$ cat src/rtl/julia_pixel_sched.sv
// Julia frame scheduler: walks the render window, dispatches pixel jobs to an engine pool
// and writes round-robin collected iteration counts to the framebuffer. Option: JULIA_SCHED_PERF_EN.
module julia_pixel_sched #(
  parameter int N_ENG  = 4,
  parameter int H_RES  = 320,
  parameter int V_RES  = 240,
  parameter int ADDR_W = 17,
  parameter int ITER_W = 9
) (
  input  logic                     clk,
  input  logic                     rst,
  input  logic                     frame_start,
  input  logic [31:0]              x_min,
  input  logic [31:0]              y_max,
  input  logic [31:0]              step,
  output logic                     busy,
  output logic                     frame_done,
  output logic [N_ENG-1:0]         eng_start,
  output logic [31:0]              eng_x,
  output logic [31:0]              eng_y,
  input  logic [N_ENG-1:0]         eng_done,
  input  logic [N_ENG*ITER_W-1:0]  eng_iter,
  output logic [N_ENG-1:0]         eng_ack,
  output logic                     fb_we,
  output logic [ADDR_W-1:0]        fb_addr,
  output logic [7:0]               fb_data,
  input  logic                     fb_ready,
  output logic [1:0]               fsm_state
`ifdef JULIA_SCHED_PERF_EN
  ,
  output logic [31:0]              frame_cycles
`endif
);

  localparam int IW   = (N_ENG > 1) ? $clog2(N_ENG) : 1;
  localparam int PX_W = (H_RES > 1) ? $clog2(H_RES) : 1;

  localparam logic [1:0] S_IDLE  = 2'd0;
  localparam logic [1:0] S_RUN   = 2'd1;
  localparam logic [1:0] S_DRAIN = 2'd2;
  localparam logic [1:0] S_DONE  = 2'd3;

  logic [1:0]        state;
  logic [31:0]       x_min_r, step_r, cur_x, cur_y;
  logic [PX_W-1:0]   px;
  logic [ADDR_W-1:0] addr;
  logic [N_ENG-1:0]  busy_map;
  logic [IW-1:0]     rr_ptr;
  logic [ADDR_W-1:0] tag [N_ENG];

  logic              disp_vld, grant_vld, collect_en, last_px, drain_exit;
  logic [IW-1:0]     disp_idx, grant_idx;
  logic [N_ENG-1:0]  elig, cand, disp_oh, grant_oh;
  logic [ITER_W-1:0] iter_sel;
  int                j;

  assign fsm_state  = state;
  assign busy       = (state != S_IDLE);
  assign frame_done = (state == S_DONE);

  // Valid/ready: fb_we is the valid; a write transfers on an edge where fb_we && fb_ready,
  // and fb_addr/fb_data hold steady until then. eng_done/eng_ack follow the same pairing.
  assign elig       = ~busy_map & ~eng_ack;
  assign cand       = busy_map & eng_done;
  assign collect_en = ((state == S_RUN) || (state == S_DRAIN)) && (!fb_we || fb_ready);
  assign last_px    = (addr == ADDR_W'(H_RES * V_RES - 1));
  assign drain_exit = (state == S_DRAIN) && (busy_map == '0) && !fb_we;

  always_comb begin
    disp_vld = 1'b0;
    disp_idx = '0;
    for (int i = 0; i < N_ENG; i++) begin
      if (!disp_vld && elig[i]) begin
        disp_vld = 1'b1;
        disp_idx = IW'(i);
      end
    end
    if (state != S_RUN) disp_vld = 1'b0;
  end

  // Round-robin search starts at the engine after the last one granted.
  always_comb begin
    grant_vld = 1'b0;
    grant_idx = '0;
    j = 0;
    for (int k = 0; k < N_ENG; k++) begin
      j = int'(rr_ptr) + k;
      if (j >= N_ENG) j = j - N_ENG;
      if (!grant_vld && cand[j]) begin
        grant_vld = 1'b1;
        grant_idx = IW'(j);
      end
    end
    if (!collect_en) grant_vld = 1'b0;
  end

  assign disp_oh  = disp_vld  ? (N_ENG'(1) << disp_idx)  : '0;
  assign grant_oh = grant_vld ? (N_ENG'(1) << grant_idx) : '0;
  assign iter_sel = eng_iter[grant_idx*ITER_W +: ITER_W];

  always_ff @(posedge clk) begin
    if (disp_vld) tag[disp_idx] <= addr;
  end

  always_ff @(posedge clk or posedge rst) begin
    if (rst) begin
      state     <= S_IDLE;
      x_min_r   <= '0;
      step_r    <= '0;
      cur_x     <= '0;
      cur_y     <= '0;
      px        <= '0;
      addr      <= '0;
      busy_map  <= '0;
      rr_ptr    <= '0;
      eng_start <= '0;
      eng_ack   <= '0;
      eng_x     <= '0;
      eng_y     <= '0;
      fb_we     <= 1'b0;
      fb_addr   <= '0;
      fb_data   <= '0;
    end else begin
      eng_start <= disp_oh;
      eng_ack   <= grant_oh;
      busy_map  <= (busy_map | disp_oh) & ~grant_oh;

      if (disp_vld) begin
        eng_x <= cur_x;
        eng_y <= cur_y;
        addr  <= addr + ADDR_W'(1);
        if (px == PX_W'(H_RES - 1)) begin
          px    <= '0;
          cur_x <= x_min_r;
          cur_y <= cur_y - step_r;
        end else begin
          px    <= px + PX_W'(1);
          cur_x <= cur_x + step_r;
        end
      end

      if (grant_vld) begin
        fb_we   <= 1'b1;
        fb_addr <= tag[grant_idx];
        fb_data <= (iter_sel > ITER_W'(255)) ? 8'hFF : iter_sel[7:0];
        rr_ptr  <= (grant_idx == IW'(N_ENG - 1)) ? '0 : grant_idx + IW'(1);
      end else if (fb_ready) begin
        fb_we <= 1'b0;
      end

      case (state)
        S_IDLE: begin
          if (frame_start) begin
            state   <= S_RUN;
            x_min_r <= x_min;
            step_r  <= step;
            cur_x   <= x_min;
            cur_y   <= y_max;
            px      <= '0;
            addr    <= '0;
          end
        end
        S_RUN:   if (disp_vld && last_px) state <= S_DRAIN;
        S_DRAIN: if (drain_exit) state <= S_DONE;
        default: state <= S_IDLE;
      endcase
    end
  end

`ifdef JULIA_SCHED_PERF_EN
  logic [31:0] cyc_cnt, cyc_next;

  assign cyc_next = (cyc_cnt == 32'hFFFF_FFFF) ? cyc_cnt : cyc_cnt + 32'd1;

  always_ff @(posedge clk or posedge rst) begin
    if (rst) begin
      cyc_cnt      <= '0;
      frame_cycles <= '0;
    end else begin
      if ((state == S_IDLE) && frame_start) cyc_cnt <= '0;
      else if ((state == S_RUN) || (state == S_DRAIN)) cyc_cnt <= cyc_next;
      if (drain_exit) frame_cycles <= cyc_next;
    end
  end
`endif

endmodule

$ cat config.mk
export PLATFORM = sky130hd
export DESIGN_NAME = julia_pixel_sched
export DESIGN_NICKNAME = d
export VERILOG_FILES = /design/src/rtl/julia_pixel_sched.sv
export SDC_FILE = /design/constraint.sdc
export NUM_CORES = 1
export LEC_CHECK = 0
export BUFFER_PORTS_ARGS = -buffer_cell sky130_fd_sc_hd__buf_2
export CELL_PAD_IN_SITES_DETAIL_PLACEMENT = 2
export CELL_PAD_IN_SITES_GLOBAL_PLACEMENT = 2
export CORE_MARGIN = 2
export CORE_UTILIZATION = 35
export DETAILED_ROUTE_END_ITERATION = 10
export PLACE_DENSITY = 0.83
export RECOVER_POWER = 100
export SETUP_SLACK_MARGIN = 0.2
export SYNTH_ARGS = -nofsm -noshare
export SYNTH_HDL_FRONTEND = slang
export SYNTH_SLANG_ARGS = --single-unit
$ cat constraint.sdc
create_clock -name clk -period 11.1 [get_ports clk]
set_input_delay 1.11 -clock clk [delete_from_list [all_inputs] [get_ports clk]]
set_output_delay 1.11 -clock clk [all_outputs]
set_load 0.02 [all_outputs]
==> impl_results.md <==
* Fin crit period at 6.13 ns
* Finished Layout Cells at 2743
* Largest net degree at the start of global routing at 102
* Quantity of I/O buffers inserted on ports at 241
* Outcome: complete, but fails checks
* Root Driver: clkbuf_16
* Worst setup EP type: async pin
* Global-route wire length before repair at 92.4 mm
* Area leader, netlist: dfrtp_1
* Number of synthesized register bits at 328
* Initial core utilization at 0.354
* Hold Buf Count CTS at 0
* Power density over the cells at 363 mW/mm^2
* WHS Path Cells at 2
* Routed WL per cell at 20.9 um
* Clk_lat worst skew at 0.58 ns
* Synthesis-to-layout area growth at 16.9%
* Crit path max fanout at 101
* Area of the die at 0.0501 sq mm
* Hold_ws at 0.474 ns
* Nets at 2310
* F_max at 163 MHz
* Row count at 80
* Critical Path Stages at 3
* Setup Fix Bufs, Post-CTS at 0
* Slew @ Worst Pin at 4.70 ns
* Gr usage total at 0.233
* Synth top area share at 0.385
* Post-synthesis sequential area ratio at 0.506
* Die height at 224 um
* Crit path arrival time at 6.15 ns
* Synth area leaders: dfrtp_1 (38%), nand2_1 (13%), edfxtp_1 (12%)
* Vias in the first global route at 16700
* Initial antenna violation count at 1
* Worst hold path type: reg -> reg
* Die X at 224 um
* Num ports at 242
* Final slew viol count at 560
* Dpl hpwl at 40.7 mm
* Synthesized area at 0.0169 sq mm
* TNS Setup at 0 ns
* Syn avg cell area at 8.95 sq um
* Worst Setup Start Kind: input pin
* RePlAce Congestion at 0.870
* TritonCTS clock tree: done
* Max VDD drop at 0.126 mV
* CP Cell Sequence: buf_2 -> clkinvlp_2 -> clkbuf_1
* RSZ-0062 raised after global routing: false
* Pre-CTS setup slack at 7.37 ns
* DR DRC count at 0
* Tcrit/Tclk final at 0.552
* Layout cells sized above 1 at 0.109
* Detail Route Antenna Nets at 0
* Pleak at 0.00904 uW
* CTS H-tree depth at 2
* Violated checks: capacitance limit, slew limit
* CP peak stage delay at 2.61 ns
* Delay-heaviest family, CP: buffers and inverters
* Main synth FF type: dfrtp_1
* Clock slew at reported path FFs at 0.06 ns
* Post_cts resized at 0
* CORE AREA at 0.0477 sq mm
* CP required at 11.12 ns
* Fin. Hold Viols at 0
* # setup viols final at 0
* Slowest-stage cell, CP: clkinvlp_2
* Post-synth EDFFs at 68
* WS Path Type: in -> async
* CP bufs+invs at 3
* Clock tree buffer depth at 3
* Fin worst setup slack at 4.97 ns
* Yosys cell types at 85
* Vias/cell at 5.38
* Total number of vias at 14800
* Clock sinks at 328
* Initial drt markers at 766
* Synth warn at 0
* Headroom to the max-slew limit at -2.15
* Drt pass-1 iters at 4
* Syn Inst Count at 1889
* Routed WL at 57.4 mm
* Clk_skew at 0.0298 ns
* Post-Synthesis Net Count at 2103
* Overflow after GRT at 0
* Placed cells at 2670
* R2R cell count at 8
* Max-cap violations at 9
* Async SR Flop Fraction at 0.793
* Clock buffer count from CTS at 39
-- layout make-up --
class                           count  area [sq um]
Fill cell                        5287         28000
Antenna cell                        1          2.50
Sequential cell                   328          8550
Tap cell                          615           769
Multi-Input combinational cell   1420          7750
Clock inverter                     17           230
Inverter                           48           181
Timing Repair Buffer              259          1180
Clock buffer                       55          1100
-- registers in the layout (all words and copies together), names as in the netlist --
register	flops
tag	68
cur_x	32
cur_y	32
eng_x	32
eng_y	32
step_r	32
x_min_r	32
addr	17
fb_addr	17
px	9
fb_data	8
busy_map	4
eng_ack	4
eng_start	4
fsm_state	2
rr_ptr	2
fb_we	1
-- metrics by stage --
step / instance area [sq um] / total power, uW / util
5_1_grt: 19800 / 7790 / 0.414
6_report: 19800 / 7180 / 0.414
2_1_floorplan: 16900 / 4680 / -
4_1_cts: 20000 / 7290 / 0.419
3_3_place_gp: 18700 / 5630 / 0.391
3_5_place_dp: 18700 / 5860 / 0.391
-- report_power, final --
part           switching [uW]  leakage [uW]  internal [uW]
clock network             532      0.000640            809
registers                 373       0.00382           1720
logic                    2440       0.00458           1310
total                    3340       0.00904           3840
-- path summary, 6_finish.rpt --
check / startpoint / endpoint / slack, ns
max in group clk: fsm_state[0]$_DFFE_PP0P_ / cur_x[19]$_DFF_PP0_ / 5.19
hold / removal: eng_x[3]$_DFFE_PP0P_ / eng_x[3]$_DFFE_PP0P_ / 0.47
setup reg to reg: fsm_state[0]$_DFFE_PP0P_ / cur_x[19]$_DFF_PP0_ / 5.19
setup / recovery: rst / eng_y[19]$_DFFE_PP0P_ / 4.97
hold reg to reg: eng_x[3]$_DFFE_PP0P_ / eng_x[3]$_DFFE_PP0P_ / 0.47
min in group asynchronous: rst / fb_addr[16]$_DFFE_PP0P_ / 1.99
-- cell families after synthesis --
group                    Yosys count  share of synthesized area
AND/OR/NAND/NOR                  864                      0.216
adder cells (fa/ha/maj)           74                     0.0557
buffers and inverters            141                     0.0346
flip-flops                       328                      0.506
XOR/XNOR                          57                     0.0295
AO/OA/AOI/OAI                    416                      0.153
multiplexers                       9                    0.00540
-- metal layers --
layer,wire length [um],global-route usage,vias up
li1,-,-,6919
met1,25000,0.292,7469
met2,28400,0.412,288
met3,2510,0.0390,84
met4,1520,0.0708,0
met5,0,0,-
-- cells in the final DEF, fill, tap and decap left out, types with 6 or more instances in the layout --
cell type | synthesis | layout
a211oi_1 | 11 | 11
a21o_1 | 30 | 30
a21oi_1 | 91 | 91
a22oi_1 | 7 | 7
a31oi_1 | 26 | 26
and2_0 | 1 | 7
and3_1 | 17 | 17
buf_2 | 6 | 138
buf_4 | 1 | 9
clkbuf_1 | 69 | 123
clkbuf_16 | 0 | 40
dfrtp_1 | 260 | 260
edfxtp_1 | 68 | 68
ha_1 | 72 | 72
inv_1 | 46 | 46
mux2i_1 | 8 | 8
nand2_1 | 570 | 569
nand2b_1 | 7 | 7
nand3_1 | 71 | 72
nand4_1 | 12 | 12
nor2_1 | 109 | 109
nor2b_1 | 7 | 7
nor3_1 | 17 | 18
o211ai_1 | 19 | 19
o21a_1 | 8 | 8
o21ai_0 | 156 | 156
o21bai_1 | 6 | 6
o221ai_1 | 10 | 10
o22ai_1 | 5 | 6
or3_1 | 11 | 11
xnor2_1 | 24 | 24
xor2_1 | 33 | 33
-- Yosys cell counts, drive strengths merged (3+ instances only) --
| cell | n |
|---|---|
| o211ai | 19 |
| nand4 | 12 |
| buf | 19 |
| ha | 72 |
| nand3 | 72 |
| a22o | 3 |
| o41ai | 4 |
| o22ai | 6 |
| dfrtp | 260 |
| nand2 | 572 |
| nor4 | 4 |
| o21bai | 6 |
| a31oi | 26 |
| a41oi | 4 |
| o31a | 5 |
| o31ai | 3 |
| clkbuf | 72 |
| or3 | 13 |
| nor2b | 7 |
| a22oi | 7 |
| a211oi | 11 |
| nor3b | 5 |
| nor3 | 19 |
| o21a | 8 |
| nand3b | 5 |
| and2 | 11 |
| and3 | 19 |
| o221ai | 10 |
| xnor2 | 24 |
| xor2 | 33 |
| o2111ai | 3 |
| mux2i | 8 |
| nand2b | 7 |
| nor2 | 109 |
| a21o | 30 |
| a21oi | 92 |
| inv | 47 |
| edfxtp | 68 |
| o21ai | 159 |
| and4 | 3 |
-- worst min-delay path, delay by kind of cell, from the launching register on --
kind	cells	cell delay, ns
flip-flops	1	0.34
AND/OR/NAND/NOR	2	0.10
Power figures use the tool's default switching activity.
